### src/rtl/bcd_multiword_add_ctrl.sv
// Multi-word packed-BCD adder sequencer.
// Adds two WORDS x 4-digit BCD operands one 16-bit chunk per cycle (LS chunk
// first) through a single shared 4-digit BCD adder, chaining the carry between
// chunks. Operands are digit-checked before the add starts; start/busy/done
// handshake towards the host.

// Combinational 4-digit packed-BCD adder with ripple carry between digits.
module bcd_adder_4digits (
    input  logic [15:0] a,
    input  logic [15:0] b,
    input  logic        cin,
    output logic [15:0] sum,
    output logic        cout
);

    // One decimal digit: returns {carry, digit}; adding 6 skips the six
    // unused nibble codes so the low nibble wraps to the correct digit.
    function automatic logic [4:0] bcd_digit_add(input logic [3:0] x,
                                                 input logic [3:0] y,
                                                 input logic       c);
        logic [4:0] s;
        s = {1'b0, x} + {1'b0, y} + {4'b0000, c};
        if (s > 5'd9) begin
            s = s + 5'd6;
        end else begin
            s = s;
        end
        return s;
    endfunction

    // Ripple the decimal carry from digit 0 to digit 3.
    always_comb begin
        logic       c;
        logic [4:0] d;
        c   = cin;
        sum = 16'h0000;
        for (int i = 0; i < 4; i++) begin
            d              = bcd_digit_add(a[4*i +: 4], b[4*i +: 4], c);
            sum[4*i +: 4]  = d[3:0];
            c              = d[4];
        end
        cout = c;
    end

endmodule

module bcd_multiword_add_ctrl #(
    parameter int WORDS = 4
) (
    input  logic                clk,
    input  logic                rst,
    input  logic                start,
    input  logic [16*WORDS-1:0] a,
    input  logic [16*WORDS-1:0] b,
    input  logic                cin,
    output logic                busy,
    output logic                done,
    output logic [16*WORDS-1:0] sum,
    output logic                cout,
    output logic                err
);

    localparam int W  = 16 * WORDS;
    localparam int IW = (WORDS > 1) ? $clog2(WORDS) : 1;
    localparam logic [IW-1:0] LAST_IDX = IW'(WORDS - 1);

    typedef enum logic [1:0] {
        ST_IDLE = 2'd0,
        ST_RUN  = 2'd1,
        ST_DONE = 2'd2
    } state_t;

    state_t         state_q, state_d;
    logic [W-1:0]   a_q, a_d;
    logic [W-1:0]   b_q, b_d;
    logic [W-1:0]   sum_q, sum_d;
    logic [IW-1:0]  idx_q, idx_d;
    logic           carry_q, carry_d;
    logic           cout_q, cout_d;
    logic           err_q, err_d;

    logic           bad_digit_s;
    logic           last_chunk_s;
    logic [15:0]    chunk_a_s;
    logic [15:0]    chunk_b_s;
    logic [15:0]    add_sum_s;
    logic           add_cout_s;

    // True when any nibble of the operand is not a decimal digit (> 9).
    function automatic logic has_bad_digit(input logic [W-1:0] v);
        logic bad;
        bad = 1'b0;
        for (int i = 0; i < 4 * WORDS; i++) begin
            if (v[4*i +: 4] > 4'd9) begin
                bad = 1'b1;
            end else begin
                bad = bad;
            end
        end
        return bad;
    endfunction

    // Operands are checked as presented at the accepting edge, which are
    // exactly the values being latched, so a bad digit can skip RUN entirely.
    assign bad_digit_s  = has_bad_digit(a) | has_bad_digit(b);
    assign last_chunk_s = (idx_q == LAST_IDX);

    // Select the current chunk of each latched operand for the shared adder.
    always_comb begin
        chunk_a_s = 16'h0000;
        chunk_b_s = 16'h0000;
        for (int i = 0; i < WORDS; i++) begin
            if (idx_q == i[IW-1:0]) begin
                chunk_a_s = a_q[16*i +: 16];
                chunk_b_s = b_q[16*i +: 16];
            end else begin
                chunk_a_s = chunk_a_s;
                chunk_b_s = chunk_b_s;
            end
        end
    end

    bcd_adder_4digits u_adder (
        .a    (chunk_a_s),
        .b    (chunk_b_s),
        .cin  (carry_q),
        .sum  (add_sum_s),
        .cout (add_cout_s)
    );

    // State register.
    always_ff @(posedge clk) begin
        if (rst) begin
            state_q <= ST_IDLE;
        end else begin
            state_q <= state_d;
        end
    end

    // Next-state logic: invalid operands go straight to DONE with err set.
    always_comb begin
        state_d = state_q;
        case (state_q)
            ST_IDLE: begin
                if (start) begin
                    state_d = bad_digit_s ? ST_DONE : ST_RUN;
                end else begin
                    state_d = ST_IDLE;
                end
            end
            ST_RUN: begin
                if (last_chunk_s) begin
                    state_d = ST_DONE;
                end else begin
                    state_d = ST_RUN;
                end
            end
            ST_DONE: state_d = ST_IDLE;
            default: state_d = ST_IDLE;
        endcase
    end

    // Datapath next values: latch on accept, write one chunk per RUN cycle;
    // the adder result is only ever captured while in RUN.
    always_comb begin
        a_d     = a_q;
        b_d     = b_q;
        sum_d   = sum_q;
        idx_d   = idx_q;
        carry_d = carry_q;
        cout_d  = cout_q;
        err_d   = err_q;
        case (state_q)
            ST_IDLE: begin
                if (start) begin
                    a_d    = a;
                    b_d    = b;
                    sum_d  = '0;
                    cout_d = 1'b0;
                    idx_d  = '0;
                    if (bad_digit_s) begin
                        err_d   = 1'b1;
                        carry_d = 1'b0;
                    end else begin
                        err_d   = 1'b0;
                        carry_d = cin;
                    end
                end else begin
                    a_d = a_q;
                    b_d = b_q;
                end
            end
            ST_RUN: begin
                for (int i = 0; i < WORDS; i++) begin
                    if (idx_q == i[IW-1:0]) begin
                        sum_d[16*i +: 16] = add_sum_s;
                    end else begin
                        sum_d[16*i +: 16] = sum_q[16*i +: 16];
                    end
                end
                carry_d = add_cout_s;
                idx_d   = idx_q + IW'(1);
                if (last_chunk_s) begin
                    cout_d = add_cout_s;
                end else begin
                    cout_d = cout_q;
                end
            end
            ST_DONE: begin
                idx_d = '0;
            end
            default: begin
                idx_d = '0;
            end
        endcase
    end

    // Datapath registers; reset also clears the visible results.
    always_ff @(posedge clk) begin
        if (rst) begin
            a_q     <= '0;
            b_q     <= '0;
            sum_q   <= '0;
            idx_q   <= '0;
            carry_q <= 1'b0;
            cout_q  <= 1'b0;
            err_q   <= 1'b0;
        end else begin
            a_q     <= a_d;
            b_q     <= b_d;
            sum_q   <= sum_d;
            idx_q   <= idx_d;
            carry_q <= carry_d;
            cout_q  <= cout_d;
            err_q   <= err_d;
        end
    end

    // Handshake outputs decode straight from the state flops.
    assign busy = (state_q == ST_RUN) || (state_q == ST_DONE);
    assign done = (state_q == ST_DONE);
    assign sum  = sum_q;
    assign cout = cout_q;
    assign err  = err_q;

endmodule

### config.mk
export PLATFORM = sky130hd
export DESIGN_NAME = bcd_multiword_add_ctrl
export DESIGN_NICKNAME = d
export VERILOG_FILES = /design/src/rtl/bcd_multiword_add_ctrl.sv
export SDC_FILE = /design/constraint.sdc
export NUM_CORES = 1
export LEC_CHECK = 0
export ABC_AREA = 1
export ABC_CLOCK_PERIOD_IN_PS = 12550
export CAP_MARGIN = 20
export CORE_ASPECT_RATIO = 1.25
export CORE_MARGIN = 10
export CORE_UTILIZATION = 47
export DETAILED_ROUTE_END_ITERATION = 10
export GPL_TIMING_DRIVEN = 0
export PLACE_DENSITY_LB_ADDON = 0.1
export SLEW_MARGIN = 5
export SYNTH_ARGS = -nofsm -noshare
export SYNTH_HDL_FRONTEND = slang
export SYNTH_HIERARCHICAL = 1
export SYNTH_SLANG_ARGS = --single-unit
export TNS_END_PERCENT = 30
### constraint.sdc
create_clock -name clk -period 12.55 [get_ports clk]
set_input_delay 2.51 -clock clk [delete_from_list [all_inputs] [get_ports clk]]
set_output_delay 2.51 -clock clk [all_outputs]
set_load 0.03 [all_outputs]
---- Yosys cells after proc, flatten, opt, wreduce, memory -nomap -nowiden ----
Index checks and enable logic that the tools add are counted.
storage, ports and cells
  register bits ........................... 199
  bits of input ports ..................... 132
  output and inout port bits .............. 68
  word-level logic and storage cells ...... 144
cells by class
  $add $sub $neg .......................... 13
  magnitude comparators ................... 36
  equal/unequal tests ..................... 10
  multiplexer cells ....................... 63
  bitwise gates (word level) .............. 1
  reductions and logical operators ........ 10
operator list
  operator                                                       count
  two-way mux 16 bit                                             12
  greater-than comparator 4 bit, second input constant           32
  case mux 64 bit (2 select lines)                               1
  two-way mux 64 bit                                             1
  two-way mux 1 bit                                              37
  adder 4 x 4 -> 5 bit                                           4
  adder 5 x 1 -> 5 bit                                           4
  adder 5 x 3 -> 5 bit, second input constant                    4
  greater-than comparator 5 x 4 -> 1 bit, second input constant  4
  two-way mux 5 bit                                              4
  AND reduction 3 bit                                            4
  != test 2 bit, second input constant                           5
  two-way mux 2 bit                                              4
  case mux 2 bit (2 select lines)                                2
  == test 2 bit, second input constant                           3
  == test 2 x 1 -> 1 bit, second input constant                  2
  zero test 2 bit                                                2
  case mux 1 bit (2 select lines)                                2
  AND reduction 2 bit                                            2
  adder 2 x 1 -> 2 bit, second input constant                    1
  nonzero test 2 bit                                             1
  logical OR 1 bit                                               1
  bitwise OR 1 bit                                               1

---- Logic depth before layout (Yosys ltp) ----
Gate-level depths: netlist of the first run.
  depth after elaboration ................. 21
  mapped depth ............................ 62

---- Hierarchy ----
The synthesis of the first run kept the hierarchy.
modules (own cells, without submodules)
  module                  instances  cells an instance  area an instance (sq um)
  bcd_multiword_add_ctrl  1          1,119              8,115.3
  bcd_adder_4digits       1          211                1,178.6

---- Least setup slack after synthesis of the first run ----
Ideal clock, no wire load.
  path type ............................... reg-to-reg
  from .................................... register idx_q[0]
  to ...................................... register sum_q[15] (netlist: sum[15])
  arrival time ............................ 7,494 ps
  data required time ...................... 12,417 ps
  slack ................................... 4,923 ps
  cell stages (with the launch flop) ...... 56
  clock period less this slack ............ 7,627 ps
  path through ............................ dfxtp_1 inv_1 ha_1 clkbuf_1 clkbuf_1 a21oi_1 o21ai_0 o211ai_1 nand2_1 fa_1 fa_1 inv_1 ha_1 inv_1 nand2_1 inv_1 nand2_2 nand2_2 [... 20 more ...] nand2_1 nand2_2 o21ai_1 inv_1 fa_1 inv_1 fa_1 inv_1 ha_1 nor2_1 inv_1 nand2_1 nand2_2 nand2_2 nand2_1 nand2_1 nand2_1 a21oi_1
between the ends
  longest elaborated chain between the ends .. 20
  elaborated cells on any way between the ends .. 36
  classes of those cells .................. add/sub: 12; order compare: 4; eq/ne: 4; mux: 14; reduce/logical: 2
ends and longest elaborated chain
  element                                                                         line    RTL
  from (decl)                                                                     77      logic [IW-1:0] idx_q, idx_d;
  from (signal assigned)                                                          232     idx_q <= idx_d;
  zero test 2 bit                                                                 113     if (idx_q == i[IW-1:0]) begin
  two-way mux 16 bit (3 in series)                                                113
  two-way mux 16 bit *                                                            113
  via chunk_a_s[0]                                                                84      logic [15:0] chunk_a_s;
  adder 4 x 4 -> 5 bit *                                                          22      s = {1'b0, x} + {1'b0, y} + {4'b0000, c};
  adder 5 x 1 -> 5 bit *                                                          22
  adder 5 x 3 -> 5 bit or greater-than comparator 5 x 4 -> 1 bit (tied branches)  24, 23
  two-way mux 5 bit *                                                             23      if (s > 5'd9) begin
  [... 4 more ...]                                                                -
  adder 5 x 3 -> 5 bit or greater-than comparator 5 x 4 -> 1 bit (tied branches)  24, 23
  two-way mux 5 bit *                                                             23
  adder 5 x 1 -> 5 bit *                                                          22
  adder 5 x 3 -> 5 bit or greater-than comparator 5 x 4 -> 1 bit (tied branches)  24, 23
  two-way mux 5 bit *                                                             23
  via add_sum_s[15]                                                               86      logic [15:0] add_sum_s;
  two-way mux 16 bit *                                                            195     if (idx_q == i[IW-1:0]) begin
  case mux 64 bit (2 select lines) *                                              173     case (state_q)
  to (signal assigned)                                                            231     sum_q <= sum_d;
  to (decl)                                                                       76      logic [W-1:0] sum_q, sum_d;
The timed path passes the listed nets; every way through them passes the cells marked *. The select of a mux whose other input is x is not followed.
A chain may end at the register's enable or synchronous reset.

---- Worst setup path in the final report of the first run ----
  from .................................... register idx_q[1]
  to ...................................... register carry_q
between the ends
  longest elaborated chain between the ends .. 19
  elaborated cells on any way between the ends .. 33
  classes of those cells .................. add/sub: 12; order compare: 4; eq/ne: 3; mux: 13; reduce/logical: 1
ends and longest elaborated chain
  element                                                                         line    RTL
  zero test 2 bit                                                                 113
  two-way mux 16 bit (3 in series)                                                113
  two-way mux 16 bit *                                                            113
  via chunk_a_s[0]                                                                84
  adder 4 x 4 -> 5 bit *                                                          22
  adder 5 x 1 -> 5 bit *                                                          22
  adder 5 x 3 -> 5 bit or greater-than comparator 5 x 4 -> 1 bit (tied branches)  24, 23
  two-way mux 5 bit *                                                             23
  [... 3 more ...]                                                                -
  adder 5 x 1 -> 5 bit *                                                          22
  adder 5 x 3 -> 5 bit or greater-than comparator 5 x 4 -> 1 bit (tied branches)  24, 23
  two-way mux 5 bit *                                                             23
  adder 5 x 1 -> 5 bit *                                                          22
  adder 5 x 3 -> 5 bit or greater-than comparator 5 x 4 -> 1 bit (tied branches)  24, 23
  two-way mux 5 bit *                                                             23
  via add_cout_s                                                                  87      logic add_cout_s;
  case mux 1 bit (2 select lines) *                                               173
  to (signal assigned)                                                            233     carry_q <= carry_d;
  to (decl)                                                                       78      logic carry_q, carry_d;
The timed path passes the listed nets; every way through them passes the cells marked *.

==> metrics list, run 1 <==
- During I/O placement, the number of pins put on the boundary was 200.
- For this run, the detailed router's first-pass iteration total came to 5.
- Across all register-to-register paths, the minimum setup slack is 3.40 ns.
* Worst-path clk slew: 0.07 ns
- The cell that appears most often on the critical path is sky130_fd_sc_hd__inv_1.
- The commonest cells after synthesis are sky130_fd_sc_hd__nor2_1, sky130_fd_sc_hd__o21ai_0, sky130_fd_sc_hd__dfxtp_1.
* Number of global-route vias before repair: 9325
- The worst setup path is of the reg -> reg kind.
* Max frequency: 109 MHz
* Combinational family with the most area after synthesis: compound AO/OA/AOI/OAI gates
- GRT Total Usage: 0.224
- The initial utilization of the core area, before any placement, comes to 0.477.
- Largest cells by area after synthesis: sky130_fd_sc_hd__dfxtp_1, sky130_fd_sc_hd__o21ai_0, sky130_fd_sc_hd__nor2_1
* Resize count post-CTS: 0
- Once layout is complete, the utilization of the core stands at 0.627.
- Post-route clock skew: between 0.009 and 0.01 ns
- Compared with the post-synthesis result, the final layout area differs by 31.4%.
- Routability-driven placement finished with a final weighted congestion of approximately 0.89.
* Number of antenna-violating nets in the routed design: 0
- Run status: finished, final reports clean
* Die Span X: 146 µm
* Number of antenna violations at the first check in global routing: 0
- Synthesis produced a netlist whose cell count is 1330.
- TritonCTS created 17 clock buffers.
- Final HPWL DP: around 24 mm
- In the synthesized netlist the dominant register cell turns out to be sky130_fd_sc_hd__dfxtp_1.
- Synthesis-stage register bit count: 199
- Setup repair after global routing left no endpoint under its margin.
- For the pin with the worst max-slew slack, the measured transition is around 0.86 ns.
- Power per standard cell area: 139 nW/µm²
- Slowest cell on crit path: sky130_fd_sc_hd__fa_1
* DRT iter0 DRCs: 533
- Clock tree from TritonCTS: yes
* Clock tree root buffer cell: sky130_fd_sc_hd__clkbuf_16
- The average instance in the mapped netlist occupies between 6 and 7 µm².
* Switching part of the total: 0.320
- Depth of the worst hold-timing path: 2
* RR Endpoint: carry_q
* CP Data Arrival Time: 9.53 ns
- Reg-to-reg critical path startpoint: idx_q[1]
- Dividing the detail-routed via count by the number of cells gives 5.21.
- Of the total synthesized cell area, the portion taken by AND, OR, NAND and NOR gates is 0.228.
- The cell area that synthesis handed to floorplanning was approximately 9300 µm².
- Complex-gate fraction of the synthesized area: 0.232
- Share of the clock period used by the worst path: 0.729
- For hold timing, the worst endpoint is a_q[40].
* Max clock buf depth: 2
* Area share of the leading cell type in the synthesized netlist: 0.429
- The internal power of the cells totals 1.16 mW.
- The worst-case IR drop observed on VDD is between 0.1 and 0.15 mV.
* Post-place setup slack: between 3 and 4 ns
* Adder-Cell Fraction of Synth Area: 0.0482
- Along the worst path, the maximum fanout reaches 10.
- For the finished layout, the period the worst path requires is between 9 and 10 ns.
* Routed length per placed instance: 16.2 µm
- Final Hold Fails: 0
- Max capacitance violation total: 0
- In this run the standard cell core region covers around 20000 µm².
- Largest net degree at the start of global routing: 18
- Overall power consumption after layout is estimated at ~1.7 mW.
* Final wirelength: just under 30 mm
- Count of cells along the worst register-to-register path: 56
- Yosys cell types: 25
* Hold bufs inserted after CTS: 0
- ANT cells: 0
- Summed over all nets, the switching power comes to 0.545 mW.
- The share of total power dissipated in the clock network is 0.326.
* Cell with the most instances after synthesis: sky130_fd_sc_hd__nor2_1
- Of the total power, registers draw 0.414.
- For this run, global-route usage on met3 was measured as 0.0491.
* Required time of the worst setup path: 12.93 ns
- In this run the most critical hold path is launched from a_q[40].
- Met2 routing resource usage after global routing: 0.406
* FFs w/ async S/R, synth: 0
- Portion of the post-synthesis area used by sequential elements: 0.429
- Of the total synthesized cell area, the portion taken by XOR and XNOR cells is 0.
- Global-route layer with the greatest usage: met2
* Worst Slack Setup Final: 3.40 ns
- The worst setup path is captured at a register.
- Setup TNS Final: 0 ns
* Share of synthesized area spent on multiplexers: 0
- Fraction of power consumed by combinational cells: 0.260
- Met1 Use GR: 0.250
- Type of the worst min-delay path: reg -> reg
- Number of nets in the final layout: 1711
- Headroom to the max-slew limit came out at 0.425.
- The die is about 180 µm tall.
* Number of post-CTS setup repair buffers: 0
* Final setup viols: 0
- For this design the static power due to leakage is 5.11 nW.
- Count of clock tree sinks: 199
- Of the cells placed in the final design, the portion with a size suffix greater than 1 is 0.0404.
* Worst setup path start: idx_q[1]
- Via count: 9507
- Synth warnings: 6
- The synthesized design contains 0 enable-type register cells.
- The count of pins over their slew limit came to 0.
- When the netlist entered floorplanning its net count stood at approximately 1500.
- Global-route wire length before repair: approximately 47 mm
* Biggest cell delay along the critical path: 0.48 ns
- Summed over all instances, the cell type with the most area after synthesis is sky130_fd_sc_hd__dfxtp_1.
- H-tree depth reported by CTS: 4
* Clock latency on the worst-skew pair: 0.45 ns
- Standard-cell rows: 57
- For this run the aggregate overflow at the end of global routing stands at 0.
* Port-buffer cells: about 200
- Element type at the critical path start: register
- # DRC: 0
- Die Footprint: 25800 µm²
## routing by layer
metal	part of all wire	vias to the layer above	routed length, µm
met5	0	-	0
met4	0.031	0	904
met3	0.064	56	1890
met2	0.50	357	14800
met1	0.40	4250	11900
li1	-	4844	-
## state kept, by name (all words and copies together) (netlist names)
| name | count |
|---|---|
| a_q | 64 |
| b_q | 64 |
| state_q | 2 |
| idx_q | 2 |
| cout | 1 |
| err | 1 |
| sum | 64 |
| carry_q | 1 |
## worst max-delay path by stage
stage               endpoint  slack, ns  cells after the start
floorplan            sum[15]       4.92                     55
global placement     sum[15]       3.70                     56
detailed placement   carry_q       3.58                     55
CTS                  sum[31]       3.45                     58
global route         sum[61]       2.67                     58
finish               carry_q       3.40                     56
## metrics by stage
step,instance area (µm²),instances,hold WS [ns]
floorplan,9290,1330,0.450
global placement,11600,1794,0.462
detailed placement,11600,1794,0.472
CTS,12200,1826,0.488
global route,12200,1826,0.503
finish,12200,1826,0.484
## logic make-up (layout without fill, tap and decap cells)
| kind of cell | Yosys count | count (layout) |
|---|---|---|
| AOI/OAI and AO/OA | 410 | 410 |
| adders and majority gates | 31 | 31 |
| and+or+nand+nor | 539 | 539 |
| buffers and inverters | 151 | 382 |
| DFF | 199 | 199 |
## power by group through the flow
stage | Combinational (mW) | Clock [mW] | Sequential [mW]
floorplan | 0.264 | 0 | 0.740
global placement | 0.429 | 0 | 0.718
detailed placement | 0.438 | 0 | 0.719
CTS | 0.442 | 0.558 | 0.705
global route | 0.501 | 0.584 | 0.710
finish | 0.442 | 0.555 | 0.705
## worst max-delay path, delay by kind of cell, from the launching register on
family                     cells  cell delay (ns)
buffers and inverters         16             1.76
and+or+nand+nor               19             1.76
adders and majority gates     13             4.09
DFF                            1             0.33
AOI/OAI and AO/OA              8             1.14
## area by class of cell
cell class / count / area, µm²
fillers: 1819 / 7260
multi-input cells: 980 / 4730
flip-flops and latches: 199 / 3980
repair buffers: 199 / 1990
clock buffers: 20 / 447
plain buffers: 86 / 337
well taps: 265 / 332
inverters: 65 / 244
clock inverters: 12 / 144
## cell usage in the layout (no fill, tap or decap), types with 2 or more instances in the layout
cell type	instances
sky130_fd_sc_hd__nor2_1	306
sky130_fd_sc_hd__bufinv_16	2
sky130_fd_sc_hd__clkinv_4	3
sky130_fd_sc_hd__o21ai_0	254
sky130_fd_sc_hd__nand2_2	11
sky130_fd_sc_hd__a21oi_1	109
sky130_fd_sc_hd__fa_1	8
sky130_fd_sc_hd__clkinv_2	2
sky130_fd_sc_hd__clkinv_1	3
sky130_fd_sc_hd__dfxtp_1	199
sky130_fd_sc_hd__nand2_1	182
sky130_fd_sc_hd__a21oi_2	4
sky130_fd_sc_hd__nand3_1	34
sky130_fd_sc_hd__inv_6	2
sky130_fd_sc_hd__inv_1	60
sky130_fd_sc_hd__clkbuf_1	75
sky130_fd_sc_hd__nand3b_1	3
sky130_fd_sc_hd__clkbuf_16	17
sky130_fd_sc_hd__ha_1	23
sky130_fd_sc_hd__o211ai_1	32
sky130_fd_sc_hd__inv_2	2
sky130_fd_sc_hd__clkdlybuf4s50_1	199
sky130_fd_sc_hd__o21ai_1	8
sky130_fd_sc_hd__buf_2	11
sky130_fd_sc_hd__inv_8	2
sky130_fd_sc_hd__buf_1	2
Power figures use the tool's default switching activity.
==> run 2: changes to the inputs <==
--- a/config.mk
+++ b/config.mk
@@ -6,11 +6,11 @@
 export NUM_CORES = 1
 export LEC_CHECK = 0
 export ABC_AREA = 1
-export ABC_CLOCK_PERIOD_IN_PS = 12550
+export ABC_CLOCK_PERIOD_IN_PS = 8000
 export CAP_MARGIN = 20
 export CORE_ASPECT_RATIO = 1.25
 export CORE_MARGIN = 10
-export CORE_UTILIZATION = 47
+export CORE_UTILIZATION = 46
 export DETAILED_ROUTE_END_ITERATION = 10
 export GPL_TIMING_DRIVEN = 0
 export PLACE_DENSITY_LB_ADDON = 0.1
==> constraint.sdc (replaced) <==
create_clock -name clk -period 8 [get_ports clk]
set_input_delay 1.6 -clock clk [delete_from_list [all_inputs] [get_ports clk]]
set_output_delay 1.6 -clock clk [all_outputs]
set_load 0.03 [all_outputs]
==> run 2 against run 1 <==
Compared with the run above: first-iteration DRC count is 1.1% higher; worst setup slack worse by 3.1 ns; global-route usage is 0.075 points higher; sequential power is 57% higher; combinational power is 82% higher; cell count is 0.93% higher; sequential share of layout area is 1.3 points lower; largest cell class unchanged.
==> metrics list, run 2 (same netlist as run 1, synthesis figures left out) <==
* Headroom to the max-slew limit: 0.401 (-0.0241)
* Critical path peak fanout: 10 (unchanged)
- The starting DRC count in detailed routing came to 539 (+1.1%).
* Setup TNS Final: 0 ns (unchanged)
- Biggest cell delay along the critical path: 0.59 ns (+0.11 ns)
- The die height was 179 µm (+0.96%).
* Final worst hold slack: 0.485 ns (+0.000359 ns)
- The number of nets in the layout came to 1723 (+0.70%).
- The DRC violations left was 0 (unchanged).
- The core footprint was 20000 µm² (+2.9%).
- The count of pins over their slew limit is 0 (unchanged).
- The H-tree depth is 4 (unchanged).
* Power per standard cell area: 222 nW/µm² (+59%)
- The number of iterations in the first detailed-routing pass was 7 (+2).
* RR Endpoint: sum[15]
* Clock buffer count from CTS: 17 (unchanged)
- Global-route wire length before repair: 47.6 mm (+1.8%)
* Fill cell instance count of the final layout: 1913 (+5.2%)
* Remaining Overflow, GRT: 0 (unchanged)
- Number of antenna-violating nets in the routed design: 0 (unchanged)
* Final Hold Fails: 0 (unchanged)
- The library cells used most frequently in the layout, excluding fill and tap cells, are sky130_fd_sc_hd__nor2_1, sky130_fd_sc_hd__o21ai_0, sky130_fd_sc_hd__clkdlybuf4s50_1.
* Cell type with the highest occurrence count on the critical path: sky130_fd_sc_hd__inv_2
- Run status: finished, final reports clean
* Final setup viols: 0 (unchanged)
- TritonCTS built the clock tree.
* Final wirelength: 30.7 mm (+4.0%)
* Crit end category: register
- Slowest cell on crit path: sky130_fd_sc_hd__fa_2
- Max capacitance violation total: 0 (unchanged)
- Element type at the critical path start: register
- Final weighted congestion in routability-driven placement: 0.892 (+0.46%)
- Final HPWL DP: 24.2 mm (+1.3%)
- Share of the clock period used by the worst path: 0.968 (+0.239)
- The share of post-route cells with drive strength above 1 is 0.106 (+0.0652).
* Number of antenna violations at the first check in global routing: 0 (unchanged)
* GRT Total Usage: 0.225 (+0.000754)
* Max frequency: 129 MHz (+18%)
- Die Footprint: 26300 µm² (+1.9%)
* Worst setup path start: idx_q[0]
* Count of cells along the worst register-to-register path: 54 (-3.6%)
- Post-route clock skew: 0.0111 ns (+0.00128 ns)
- Port-buffer cells: 199 (unchanged)
* Worst-path clk slew: 0.07 ns (about the same)
- The total placed cells including tap cells is 1799 (+0.28%).
- Worst-margin pin slew: 0.898 ns (+0.0361 ns)
- The tightest min-delay check is of the reg -> reg type.
* VDD IR-drop max: 0.171 mV (+69%)
- Worst Slack Setup Final: 0.256 ns (-3.14 ns)
- Tot Pwr: 2.82 mW (+66%)
- Post-place setup slack: -0.973 ns (-4.55 ns)
- Routed length per placed instance: 16.7 µm (+3.0%)
- The cell sitting at the root of the clock tree is a sky130_fd_sc_hd__clkbuf_16.
- Largest net degree at the start of global routing: 19 (+1)
- Final critical delay including setup and external delays: 7.74 ns (-1.41 ns)
- The routed via count divided by cell count was 5.19 (-0.40%).
* Via count: 9557 (+0.53%)
- The total clock sinks was 199 (unchanged).
* Reg-to-reg critical path startpoint: idx_q[0]
- ANT cells: 0 (unchanged)
- The count of placed standard cells in the final layout, fillers left out was 1843 (+0.93%).
* Clock latency on the worst-skew pair: 0.44 ns (about the same)
- Area Growth Syn to Fin: 36.9%
* Max clock buf depth: 2 (unchanged)
- The minimum setup slack among reg-to-reg paths is 0.26 ns (-3.14 ns).
- FF/Latch Area: 3990 µm² (+0.19%)
* Standard-cell rows: 58 (+1.8%)
- The effective utilization at floorplan was 0.464 (-0.0133).
- Combined area of the multi-input logic cells: 5020 µm² (+6.2%)
* Critical Path End: sum[15]
- Critical path start-end classification: reg -> reg
* CP Data Arrival Time: 8.05 ns (-1.48 ns)
- Most common cell after layout, fill and taps aside: sky130_fd_sc_hd__nor2_1
- The boundary pin count was 200 (unchanged).
- The overall die width came to 147 µm (+0.93%).
* Number of global-route vias before repair: 9355 (+0.32%)
* Required time of the worst setup path: 8.31 ns (-4.62 ns)
- The static leakage was 5.26 nW (+3.0%).
## run 2: cell types whose count changed in the layout (fill, tap and decap cells not counted), moves of 12 or more
cell and delta:
sky130_fd_sc_hd__buf_4 +15, sky130_fd_sc_hd__nand2_1 -17, sky130_fd_sc_hd__inv_2 +12, sky130_fd_sc_hd__a21oi_1 -12
sky130_fd_sc_hd__clkbuf_1 -14, sky130_fd_sc_hd__nand2_2 +12, sky130_fd_sc_hd__inv_1 -15
## run 2: routing by layer
layer	routed length, µm	GRT usage	vias up
met5	0	0	-
met4	827	0.0860	0
met1	12400	0.251	4328
met2	15600	0.412	315
li1	-	-	4866
met3	1920	0.0455	48
## run 2: final cells by class
class                      count  area share
multi-input combinational    980       0.395
sequential                   199       0.314
timing repair buffer         214       0.166
clock buffer                  18      0.0337
buffer                        83      0.0300
tap                          270      0.0265
inverter                      65      0.0207
clock inverter                14      0.0147
## run 2: report_power, final
part / internal [mW] / total [mW] / switching (mW)
combinational: 0.327 / 0.804 / 0.477
clock: 0.502 / 0.908 / 0.405
sequential: 1.07 / 1.11 / 0.0427
## run 2: how the worst min path moves through the flow
stage                 start  endpoint  slack, ns  cells past startpoint
floorplan           b_q[47]   b_q[47]       0.45                      2
global placement    a_q[39]   a_q[39]       0.46                      2
detailed placement  a_q[39]   a_q[39]       0.47                      2
CTS                 a_q[39]   a_q[39]       0.49                      2
global route        b_q[48]   b_q[48]       0.50                      2
finish              a_q[39]   a_q[39]       0.48                      2
## run 2: repair_timing
item,CTS,global route
gates resized for setup,59,77
buffers inserted,7,9
pin swaps,15,30
hold buffers,0,0
setup endpoints to repair,14,14
## run 2: worst max-delay path: cells and delay by family, from the launching register on
kind | cells | cell delay (ns)
adders and majority gates | 13 | 4.02
and+or+nand+nor | 18 | 1.33
buffers and inverters | 16 | 1.17
AOI/OAI and AO/OA | 7 | 0.71
DFF | 1 | 0.41
## run 2: stage by stage
step,cell area [µm²],util
floorplan,9290,-
global route,12700,0.635
detailed placement,11600,0.580
global placement,11600,0.580
CTS,12400,0.621
finish,12700,0.635
